$ cat config.mk
export PLATFORM = sky130hd
export DESIGN_NAME = bp_cce_hybrid_pending_counters
export DESIGN_NICKNAME = d
export VERILOG_FILES = /design/src/rtl/bp_cce_hybrid_pending_counters.sv
export SDC_FILE = /design/constraint.sdc
export NUM_CORES = 1
export LEC_CHECK = 0
export CORE_UTILIZATION = 25
export DETAILED_ROUTE_END_ITERATION = 6
export PLACE_DENSITY_LB_ADDON = 0.08
export SLEW_MARGIN = 20
export SYNTH_ARGS = -nofsm -noshare
export SYNTH_HDL_FRONTEND = slang
export SYNTH_SLANG_ARGS = --single-unit
$ cat constraint.sdc
create_clock -name clk_i -period 17.11 [get_ports clk_i]
set_input_delay 2.5665 -clock clk_i [delete_from_list [all_inputs] [get_ports clk_i]]
set_output_delay 2.5665 -clock clk_i [all_outputs]
set_load 0.02 [all_outputs]
$ cat src/rtl/bp_cce_hybrid_pending_counters.sv
// -----------------------------------------------------------------------------
// bp_cce_hybrid_pending_counters
//
// This module keeps a pending-transaction counter for each way group owned by
// this CCE. Two write ports can change the counters in the same cycle:
//   port 0 - LCE request side
//   port 1 - memory/response side
// Each port can increment, decrement or clear a counter. Counters saturate
// instead of wrapping. A saturation sets a sticky overflow or underflow flag
// and records the offending way group.
//
// Optional feature macro:
//   BP_CCE_PENDING_FWD_EN - when defined, the read ports return the next-state
//   counter value. This gives 0-cycle write-to-read forwarding and adds a
//   combinational path from w_* to the read outputs. When it is not defined,
//   the read ports return registered state only.
//
// Ports:
//   clk_i, reset_n_i         clock, asynchronous active-low reset
//   w_v_i[2]                 write valid, one bit per port
//   w_addr_i[2]              write address, one per port
//   w_addr_bypass_hash_i[2]  address LSBs are the way-group index directly
//   w_op_i[2]                01 up, 10 down, 11 clear, 00 illegal
//   r_v_i, r_addr_i,         read ports; the outputs read 0 when r_v_i is low
//   r_addr_bypass_hash_i
//   pending_o, count_o       per read port: counter != 0 and counter value
//   busy_count_o             registered number of nonzero counters
//   overflow_o, underflow_o  sticky saturation flags
//   err_wg_o                 way group of the first error since the last clear
//   err_clear_i              clears overflow_o, underflow_o and err_wg_o
// -----------------------------------------------------------------------------
module bp_cce_hybrid_pending_counters #(
    parameter int num_way_groups_p = 8,
    parameter int cce_way_groups_p = 16,
    parameter int num_cce_p        = 2,
    parameter int paddr_width_p    = 40,
    parameter int addr_offset_p    = 6,
    parameter int width_p          = 3,
    parameter int num_rd_ports_p   = 2,
    localparam int lg_num_way_groups_lp = (num_way_groups_p > 1) ? $clog2(num_way_groups_p) : 1,
    localparam int busy_width_lp        = $clog2(num_way_groups_p + 1)
) (
    input  logic                                          clk_i,
    input  logic                                          reset_n_i,
    input  logic [1:0]                                    w_v_i,
    input  logic [1:0][paddr_width_p-1:0]                 w_addr_i,
    input  logic [1:0]                                    w_addr_bypass_hash_i,
    input  logic [1:0][1:0]                               w_op_i,
    input  logic [num_rd_ports_p-1:0]                     r_v_i,
    input  logic [num_rd_ports_p-1:0][paddr_width_p-1:0]  r_addr_i,
    input  logic [num_rd_ports_p-1:0]                     r_addr_bypass_hash_i,
    output logic [num_rd_ports_p-1:0]                     pending_o,
    output logic [num_rd_ports_p-1:0][width_p-1:0]        count_o,
    output logic [busy_width_lp-1:0]                      busy_count_o,
    output logic                                          overflow_o,
    output logic                                          underflow_o,
    output logic [lg_num_way_groups_lp-1:0]               err_wg_o,
    input  logic                                          err_clear_i
);

    localparam int lg_cce_way_groups_lp = (cce_way_groups_p > 1) ? $clog2(cce_way_groups_p) : 1;

    typedef logic [lg_num_way_groups_lp-1:0] wg_t;
    typedef logic [width_p-1:0]              cnt_t;
    // Two extra bits: one for the carry above max, one for the sign below zero.
    typedef logic signed [width_p+1:0]       raw_t;

    localparam cnt_t max_count_lp = '1;

    // The way-group field is bit-reversed and then banked across the CCEs, in
    // the same way as bsg_hash_bank. The local index is the hashed value
    // divided by the bank count. For a power-of-two bank count, this is the
    // same as dropping the low bank-select bits.
    function automatic wg_t addr_to_wg(input logic [paddr_width_p-1:0] addr, input logic bypass);
        logic [lg_cce_way_groups_lp-1:0] field;
        logic [lg_cce_way_groups_lp-1:0] rev;
        field = addr[addr_offset_p +: lg_cce_way_groups_lp];
        for (int i = 0; i < lg_cce_way_groups_lp; i++) begin
            rev[i] = field[lg_cce_way_groups_lp-1-i];
        end
        if (bypass) begin
            addr_to_wg = addr[0 +: lg_num_way_groups_lp];
        end else begin
            addr_to_wg = wg_t'(int'(rev) / num_cce_p);
        end
    endfunction

    cnt_t [num_way_groups_p-1:0] cnt_q, cnt_d;
    logic [busy_width_lp-1:0]    busy_q, busy_d;
    logic                        overflow_q, overflow_d;
    logic                        underflow_q, underflow_d;
    wg_t                         err_wg_q, err_wg_d;

    wg_t  [1:0]                  w_wg;
    logic [1:0]                  w_up, w_dn, w_clr, hit;
    logic [num_way_groups_p-1:0] ovf_g, unf_g;
    raw_t                        raw;
    logic                        any_ovf, any_unf, sat0;

    // Decode the write ports. Op 00 matches no decode, so it has no effect.
    always_comb begin
        // NOTE: every always_comb output gets a default first; otherwise a path that skips the assignment infers a latch.
        w_wg  = '0;
        w_up  = '0;
        w_dn  = '0;
        w_clr = '0;
        for (int p = 0; p < 2; p++) begin
            w_wg[p]  = addr_to_wg(w_addr_i[p], w_addr_bypass_hash_i[p]);
            w_up[p]  = w_v_i[p] && (w_op_i[p] == 2'b01);
            w_dn[p]  = w_v_i[p] && (w_op_i[p] == 2'b10);
            w_clr[p] = w_v_i[p] && (w_op_i[p] == 2'b11);
        end
    end

    // Per-way-group merge: clear first, then the net up/down delta, then
    // saturate. Opposite up and down requests cancel before the limit check.
    always_comb begin
        cnt_d = cnt_q;
        ovf_g = '0;
        unf_g = '0;
        raw   = '0;
        hit   = '0;
        for (int g = 0; g < num_way_groups_p; g++) begin
            for (int p = 0; p < 2; p++) begin
                hit[p] = (w_wg[p] == wg_t'(g));
            end
            raw = (|(w_clr & hit)) ? raw_t'(0) : raw_t'({2'b00, cnt_q[g]});
            for (int p = 0; p < 2; p++) begin
                if (w_up[p] && hit[p]) raw = raw + raw_t'(1);
                if (w_dn[p] && hit[p]) raw = raw - raw_t'(1);
            end
            if (raw > raw_t'({2'b00, max_count_lp})) begin
                cnt_d[g] = max_count_lp;
                ovf_g[g] = 1'b1;
            end else if (raw < raw_t'(0)) begin
                cnt_d[g] = '0;
                unf_g[g] = 1'b1;
            end else begin
                cnt_d[g] = cnt_t'(raw);
            end
        end
    end

    // The busy count follows zero/nonzero transitions, so it always equals
    // the popcount of the nonzero counters.
    always_comb begin
        busy_d = busy_q;
        for (int g = 0; g < num_way_groups_p; g++) begin
            if ((cnt_q[g] == '0) && (cnt_d[g] != '0)) begin
                busy_d = busy_d + busy_width_lp'(1);
            end else if ((cnt_q[g] != '0) && (cnt_d[g] == '0)) begin
                busy_d = busy_d - busy_width_lp'(1);
            end
        end
    end

    // Error capture. If both ports saturate, the way group of port 0 wins. A
    // new error in the same cycle as err_clear_i is kept.
    always_comb begin
        any_ovf     = |ovf_g;
        any_unf     = |unf_g;
        sat0        = (w_up[0] | w_dn[0] | w_clr[0]) && (ovf_g[w_wg[0]] | unf_g[w_wg[0]]);
        overflow_d  = (overflow_q  & ~err_clear_i) | any_ovf;
        underflow_d = (underflow_q & ~err_clear_i) | any_unf;
        err_wg_d    = err_clear_i ? wg_t'(0) : err_wg_q;
        if ((any_ovf || any_unf) && (err_clear_i || !(overflow_q || underflow_q))) begin
            err_wg_d = sat0 ? w_wg[0] : w_wg[1];
        end
    end

    always_ff @(posedge clk_i or negedge reset_n_i) begin
        // NOTE: the counters are a small flop array with a defined reset state, so they reset with the control state.
        if (!reset_n_i) begin
            cnt_q       <= '0;
            busy_q      <= '0;
            overflow_q  <= 1'b0;
            underflow_q <= 1'b0;
            err_wg_q    <= '0;
        end else begin
            // NOTE: sequential state uses non-blocking assignments, so every register samples the pre-edge values.
            cnt_q       <= cnt_d;
            busy_q      <= busy_d;
            overflow_q  <= overflow_d;
            underflow_q <= underflow_d;
            err_wg_q    <= err_wg_d;
        end
    end

    cnt_t [num_way_groups_p-1:0] rd_src;
`ifdef BP_CCE_PENDING_FWD_EN
    assign rd_src = cnt_d;
`else
    assign rd_src = cnt_q;
`endif

    always_comb begin
        pending_o = '0;
        count_o   = '0;
        for (int r = 0; r < num_rd_ports_p; r++) begin
            if (r_v_i[r]) begin
                count_o[r]   = rd_src[addr_to_wg(r_addr_i[r], r_addr_bypass_hash_i[r])];
                pending_o[r] = |count_o[r];
            end
        end
    end

    assign busy_count_o = busy_q;
    assign overflow_o   = overflow_q;
    assign underflow_o  = underflow_q;
    assign err_wg_o     = err_wg_q;

`ifndef SYNTHESIS
    for (genvar p = 0; p < 2; p++) begin : g_illegal_op_chk
        assert property (@(posedge clk_i) disable iff (!reset_n_i)
                         !(w_v_i[p] && (w_op_i[p] == 2'b00)))
            else $error("illegal op 00 on write port %0d", p);
    end
`endif

endmodule
# == Yosys cells after proc, flatten, opt, wreduce, memory -nomap -nowiden ==
# Index checks and enable logic that the tools add are counted.
# word_totals
register_bits,33
input_bits,175
output_inout_bits,17
wordCells,339
# op_classes
n_addsub,48
order_cmp,19
n_eq_ne,20
n_mux,117
bitwise_logic,16
reduce_logical,107
# op_table
op,n
$mux W5,24
$mux W3,37
$mux W4,24
$sub A5 B2 Y5 const B,16
$logic_and A1 B1 Y1,56
$logic_not A3 Y1,18
$reduce_bool A3 Y1,16
$add A5 B2 Y5 const B,8
$gt A5 B4 Y1 const B,8
$lt A5 B1 Y1 const B,8
$add A3 B1 Y4 const B,8
$add A4 B1 Y4 const B,8
$sub A4 B1 Y4 const B,8
$mux W1,28
$eq A3 B3 Y1 const B,8
$bmux W3 S3,2
$and A2 B2 Y2,8
$reduce_or A2 Y1,8
$reduce_or A8 Y1,2
$eq A3 B2 Y1 const B,4
$lt A3 B4 Y1 const B,3
$eq A2 B2 Y1 const B,4
$bmux W1 S3,2
$eq A3 B1 Y1 const B,2
8 further kinds,17

# == Depth between registers and ports, before layout ==
# Gate-level depths: netlist (run 1).
# logic_depth
depth_word,41
mapped_depth,52

# == Worst setup path before layout (run 1) ==
# No wires, ideal clock.
# synth_path
path_kind,input -> register
start,input w_addr_bypass_hash_i[0]
end,register busy_q[1] (netlist: busy_count_o[1])
setup_ps,64
arrival_time_ps,11833
path_slack_ps,5213
cell_stages,49
n_path_buf,1
path_cell_list,buf_6 -> or3_4 -> a211oi_2 -> nor2_1 -> ha_1 -> a32oi_1 -> ha_1 -> nor3_1 -> a21oi_1 -> o22ai_1 -> ha_1 -> mux2i_1 -> ha_1 -> nand3_1 -> o21ai_0 -> nand4b_1 -> o21ai_0 -> nor4b_4 -> [13 not listed] -> inv_1 -> o31ai_1 -> o22ai_1 -> ha_1 -> nor2_1 -> a21oi_1 -> and2_1 -> ha_1 -> nor2b_1 -> o211ai_1 -> nand2_1 -> ha_1 -> and2_1 -> a311oi_1 -> a21oi_1 -> ha_1 -> a211oi_1 -> a21o_1
# synth_between
elab_chain_len,41
word_cells_on_any_way,207
# synth_rtl
element,line,source
from (decl),47,"input logic [1:0] w_addr_bypass_hash_i,"
$mux W3 (*),81,if (bypass) begin
$logic_not A3 Y1,125,hit[p] = (w_wg[p] == wg_t'(g));
$and A2 B2 Y2,127,"raw = (|(w_clr & hit)) ? raw_t'(0) : raw_t'({2'b00, cnt_q[g]});"
$reduce_or A2 Y1,127,
$mux W3,127,
$add A3 B1 Y4,129,if (w_up[p] && hit[p]) raw = raw + raw_t'(1);
$mux W4,129,
$sub A5 B2 Y5,130,if (w_dn[p] && hit[p]) raw = raw - raw_t'(1);
[26 not listed],--,
$mux W4,149,if ((cnt_q[g] == '0) && (cnt_d[g] != '0)) begin
$sub A4 B1 Y4,152,busy_d = busy_d - busy_width_lp'(1);
$mux W4,151,end else if ((cnt_q[g] != '0) && (cnt_d[g] == '0)) begin
$mux W4,149,
$sub A4 B1 Y4,152,
$mux W4,151,
$mux W4 (*),149,
named net busy_d[1],89,"logic [busy_width_lp-1:0] busy_q, busy_d;"
to (signal assigned),182,busy_q <= busy_d;
to (decl),89,
# The timed path passes the listed nets; every way through them passes the cells marked *.
# A chain may end at the register's enable or synchronous reset.

# == Worst setup path in the final report (run 1) ==
# layout_path
start,input w_addr_bypass_hash_i[0]
end,register busy_q[2] (netlist: busy_count_o[2])
# Same word-level chain as after synthesis.

==> reports/qor.tcl, run 1 <==
set qor(ctsLongestPathBuffers) 2
set qor(place.gp.congestion) 0.818
set qor(setup_viol_count_final) 0
set qor(via_per_inst) 5.26
set qor(first_global_vias) 6669
set qor(hpwl_mm) 20.4
set qor(cpPeakStageDelay_ns) 0.91
set qor(placed_area_um2) 8090
set qor(met3RoutedLength_um) 730
set qor(hold_viol_final) 0
set qor(grt_setup_unrepaired) {no}
set qor(antennaDiodeCount) 0
set qor(cts_tree) {built}
set qor(wirelength_mm) 24.8
set qor(yosys-top-cells-count) {101 x nand2_1, 81 x nor2_1, 60 x a21oi_1}
set qor(finalInstanceArea_um2) 8230
set qor(fp.dieArea_um2) 29200
set qor(synth_largest_area_cell) {dfrtp_1}
set qor(worstSetupPathType) {in -> reg}
set qor(worst_hold_slack_ns) 0.518
set qor(synth_xor_xnor_area_share) 0.143
set qor(num_io_pins) 192
set qor(nNetsFinal) 1183
set qor(path_max_fanout) 16
set qor(cts.repair_timing.setup_buffer_count) 0
set qor(grt_overflow_total) 0
set qor(antenna_found_initial) 0
set qor(tightest_slew_ns) 1.01
set qor(routedLengthMet1_mm) 12.4
set qor(hp-class) {reg -> reg}
set qor(vias) 7037
set qor(drt_first_iter_violations) 507
set qor(seq_area_frac_synth) 0.116
set qor(timing.critical_path.max_delay_family) {compound AO/OA/AOI/OAI gates}
set qor(synth_top_cells_by_area) {dfrtp_1 12%, ha_1 8.4%, xnor2_1 7.1%, mux2i_1 6.2%, nand2_1 5.3%}
set qor(totalNegativeSetupSlack_ns) 0
set qor(timing.critical_path.required_ns) 17.28
set qor(routed.top_layer) {met4}
set qor(largest_net_degree_at_the_start_of_global_routing) 34
set qor(mappedNetlistArea_um2) 7140
set qor(htreeDepth) 2
set qor(critical_path.n_buffers_inverters) 5
set qor(clockRootBuffer) {clkbuf_16}
set qor(holdCritStartpoint) {underflow_o$_DFF_PN0_}
set qor(cts-resized-gates) 0
set qor(die_width_um) 171
set qor(gr-usage-all-layers) 0.175
set qor(worst_skew_pair.late_latency_ns) 0.30
set qor(number_of_enable_type_register_cells_in_the_synthesized_netlist) 0
set qor(ys_warn_count) 0
set qor(drt.antenna.violating_nets) 0
set qor(worst_r2r_startpoint) {cnt_q[0]$_DFF_PN0_}
set qor(syn-num-nets) 1136
set qor(max_clock_freq_mhz) 71.0
set qor(ys_ff_latch) 33
set qor(cell_count_after_synthesis) 913
set qor(critical-path-slowest-cell) {clkdlybuf4s50_1}
set qor(post_layout_nonfiller_instances) 1339
set qor(synthArstFlopShare) 1.00
set qor(crit_path_frequent_cell) {ha_1}
set qor(fin_crit_ns) 14.08
set qor(synth.area.mux_share) 0.119
set qor(yosys.cell_count.top_type) {nand2_1}
set qor(post_synth_fa_ha_maj_area_fraction) 0.0842
set qor(clock_slew_at_reported_path_ffs_ns) 0.06
set qor(route.detailed.drc) 0
set qor(die_height_um) 171
set qor(maxSlewHeadroom) 0.306
set qor(start_point_of_the_critical_path) {w_addr_bypass_hash_i[0]}
set qor(cts_hold_repair.buffers) 0
set qor(skew_ns) 0.0112
set qor(grt_first_pass_wirelength_mm) 38.8
set qor(port_buffers) 55
set qor(synth_largest_type_area_fraction) 0.116
set qor(fillerInstances) 3119
set qor(worst-endpoint-arrival_ns) 14.25
set qor(avgRoutedWirePerCell_um) 18.5
set qor(dominant_combinational_cell_family_by_area_after_synthesis) {simple AND/OR/NAND/NOR gates}
set qor(cap_viol_max_count) 0
set qor(synth_simple_gate_area_share) 0.272
set qor(critical_path.endpoint_type) {register}
set qor(per_instance_average_area_after_synthesis_um2) 7.82
set qor(dp.cells) 1331
set qor(run_status) {finished clean}
set qor(startpoint_types) {input port}
set qor(synth_compound_gate_area_share) 0.229
set qor(placeable_core_area_um2) 27900
set qor(drt_pass1_iterations) 5
set qor(met2_length_mm) 11.4
set qor(yosysUniqueCellTypes) 95
set qor(maxSlewViolCount) 0
set qor(multi_input_area_um2) 6050
set qor(cts_inserted_buffers) 5
set qor(area.sequential_um2) 826
set qor(initial_utilization) 0.255
set qor(crit_share_post_route) 0.823
set qor(cts_num_sinks) 33
set qor(dominantRegCellSynth) {dfrtp_1}
set qor(placement_rows) 61
set qor(final_layout_size_suffix_gt1_frac) 0.0760
set qor(syn2layout_area_growth_pct) 15.3
==> state kept, by name, indices dropped and copies added (netlist names) <==
| register | count |
|---|---|
| busy_count_o | 4 |
| cnt_q | 24 |
| err_wg_o | 3 |
| overflow_o | 1 |
| underflow_o | 1 |
==> layout by cell type (no fill, tap or decap), drive strengths merged, types with 7 or more instances in the layout <==
cell / count
a31oi: 16
mux4: 13
clkdlybuf4s50: 54
or3: 12
nand3: 36
ha: 48
o21ai: 27
nand3b: 8
a21oi: 60
a21o: 9
mux2i: 45
o22ai: 13
nor4: 8
nor2b: 10
mux2: 8
and2: 17
o211ai: 12
a22oi: 10
and3: 19
nand4: 21
nand2: 101
dfrtp: 33
o31ai: 10
xnor2: 66
nor2: 82
inv: 41
xor2: 31
a311oi: 7
nor3: 28
==> final timing paths <==
| kind | slack (ns) | depth (start not counted) | endpoint |
|---|---|---|---|
| setup / recovery | 3.03 | 49 | busy_count_o[2]$_DFF_PN0_ |
| hold / removal | 0.52 | 1 | underflow_o$_DFF_PN0_ |
| setup reg to reg | 6.34 | 47 | busy_count_o[2]$_DFF_PN0_ |
| hold reg to reg | 0.52 | 1 | underflow_o$_DFF_PN0_ |
| max in group asynchronous | 14.10 | 1 | busy_count_o[2]$_DFF_PN0_ |
| min in group asynchronous | 2.41 | 1 | cnt_q[2]$_DFF_PN0_ |
==> area by class of cell <==
type | instances | share of cell area
inverter | 41 | 0.0187
tap | 378 | 0.0575
timing repair buffer | 60 | 0.0709
clock buffer | 5 | 0.0152
sequential | 33 | 0.100
multi-input combinational | 819 | 0.735
clock inverter | 3 | 0.00213
==> cell families (layout without fill, tap and decap cells) <==
group           after synthesis  in the layout
compound gates              227            227
mux                          66             66
xor+xnor                    101            101
buf+inv                      61            109
simple gates                377            377
fa+ha+maj                    48             48
flops                        33             33
==> per-layer routing <==
metal | up-vias | global-route usage
met5 | - | 0
met4 | 0 | 0.0280
met3 | 13 | 0.0176
met2 | 120 | 0.292
met1 | 3354 | 0.244
li1 | 3550 | -
==> metrics by stage <==
stage                util  setup WS (ns)
finish              0.295           3.03
CTS                 0.295           2.96
floorplan               -           5.21
global route        0.295           2.05
detailed placement  0.289           2.73
global placement    0.289           2.59
Power of run 1 is left out: the tool's default activity adds up to more than one toggle a clock period on the data nets, which glitch-free logic cannot reach.
==> run 2, diff against run 1 <==
clock period = 12.6 ns   (was 17.11 ns; I/O delays follow)
==> reports/qor.tcl, run 2 (synthesis results as in run 1) <==
set qor(gr-usage-all-layers) 0.175
set qor(critical_path.endpoint_type) {register}
set qor(max_reg_flops) 24
set qor(startpoint_types) {input port}
set qor(post_layout_nonfiller_instances) 1363
set qor(cts_inserted_buffers) 5
set qor(num_io_pins) 192
set qor(wirelength_mm) 25.0
set qor(drt_first_iter_violations) 398
set qor(cts_num_sinks) 33
set qor(clock_slew_at_reported_path_ffs_ns) 0.07
set qor(drt.antenna.violating_nets) 0
set qor(totalNegativeSetupSlack_ns) 0
set qor(tightest_slew_ns) 0.983
set qor(grt_overflow_total) 0
set qor(grt_first_pass_wirelength_mm) 38.8
set qor(place.gp.congestion) 0.799
set qor(path_max_fanout) 7
set qor(htreeDepth) 2
set qor(maxSlewViolCount) 0
set qor(drt_pass1_iterations) 5
set qor(cts_tree) {built}
set qor(timing.critical_path.required_ns) 12.82
set qor(skew_ns) 0.0135
set qor(hp-class) {reg -> reg}
set qor(syn2layout_area_growth_pct) 18.3
set qor(setup_viol_count_final) 0
set qor(worst_skew_pair.late_latency_ns) 0.30
set qor(most_common_cell_after_layout_fill_and_taps_aside) {nand2_1}
set qor(dp.cells) 1351
set qor(worst-endpoint-arrival_ns) 11.91
set qor(port_buffers) 55
set qor(placed_area_um2) 8240
set qor(avgRoutedWirePerCell_um) 18.4
set qor(maxSlewHeadroom) 0.326
set qor(clockRootBuffer) {clkbuf_16}
set qor(cts_hold_repair.buffers) 0
set qor(worst_hold_slack_ns) 0.521
set qor(finalInstanceArea_um2) 8450
set qor(final_layout_size_suffix_gt1_frac) 0.0996
set qor(via_per_inst) 5.19
set qor(max_clock_freq_mhz) 85.5
set qor(crit_path_frequent_cell) {ha_1}
set qor(layout.cells.most_common_list) {101 x nand2_1, 81 x nor2_1, 60 x a21oi_1}
set qor(first_global_vias) 6757
set qor(initial_utilization) 0.255
set qor(antenna_found_initial) 0
set qor(worstSetupPathType) {in -> reg}
set qor(fin_crit_ns) 11.70
set qor(ctsLongestPathBuffers) 2
set qor(route.detailed.drc) 0
set qor(cap_viol_max_count) 0
set qor(grt_setup_unrepaired) {no}
set qor(cpPeakStageDelay_ns) 0.55
set qor(run_status) {finished clean}
set qor(vias) 7074
set qor(fp.dieArea_um2) 29200
set qor(critical-path-slowest-cell) {clkdlybuf4s50_1}
set qor(die_height_um) 171
set qor(crit_share_post_route) 0.928
set qor(hpwl_mm) 20.6
set qor(nNetsFinal) 1206
set qor(fillerInstances) 3077
set qor(die_width_um) 171
set qor(placeable_core_area_um2) 27900
set qor(top_register) {cnt_q}
set qor(hold_viol_final) 0
set qor(placement_rows) 61
set qor(largest_net_degree_at_the_start_of_global_routing) 34
## run 2: metrics by stage
step | worst slack [ns] | util
after global placement | 0.246 | 0.295
after floorplan | 1.38 | -
final | 0.904 | 0.302
after global routing | 0.0988 | 0.302
after CTS | 0.556 | 0.300
after detailed placement | 0.322 | 0.295
## run 2: worst max-delay path: cells and delay by family
kind | cells | cell delay [ns]
simple gates | 14 | 2.39
buf+inv | 5 | 0.88
compound gates | 19 | 3.31
fa+ha+maj | 11 | 3.23
mux | 1 | 0.20
## run 2: area by class of cell
cell class,instances,area (um^2),area share
diodes,1,2.50,0.000296
well taps,378,473,0.0560
inverters,41,154,0.0182
flip-flops and latches,33,826,0.0978
multi-input cells,819,6070,0.719
clock inverters,1,5.00,0.000593
repair buffers,83,761,0.0901
clock buffers,7,153,0.0181
## run 2: final timing paths
path,cells past startpoint,endpoint,slack (ns),from
worst max-delay path,50,busy_count_o[1]$_DFF_PN0_,0.90,w_addr_i[1]
worst min-delay path,1,underflow_o$_DFF_PN0_,0.52,underflow_o$_DFF_PN0_
worst max register to register,48,busy_count_o[1]$_DFF_PN0_,3.03,cnt_q[0]$_DFF_PN0_
worst min register to register,1,underflow_o$_DFF_PN0_,0.52,underflow_o$_DFF_PN0_
max in group asynchronous,1,cnt_q[21]$_DFF_PN0_,10.29,reset_n_i
min in group asynchronous,1,cnt_q[1]$_DFF_PN0_,1.72,reset_n_i
## run 2: per-layer routing
layer / part of all wire / global-route usage / vias to the layer above
met4: 0.0057 / 0.0252 / 0
met5: 0 / 0 / -
li1: - / - / 3591
met1: 0.49 / 0.244 / 3360
met3: 0.036 / 0.0164 / 9
met2: 0.47 / 0.296 / 114
## run 2: repair_timing
item	4_1_cts	5_1_grt
setup buffers	0	3
setup endpoints to repair	0	3
resized for setup	0	5
Power of run 2 is left out for the same reason.
==> run 3, diff against run 2 <==
CAP_MARGIN = 20   (was not set)
==> results of run 3 <==
No change in the layout: final DEF, timing and power equal those of run 2.
Power of run 3 is left out for the same reason.
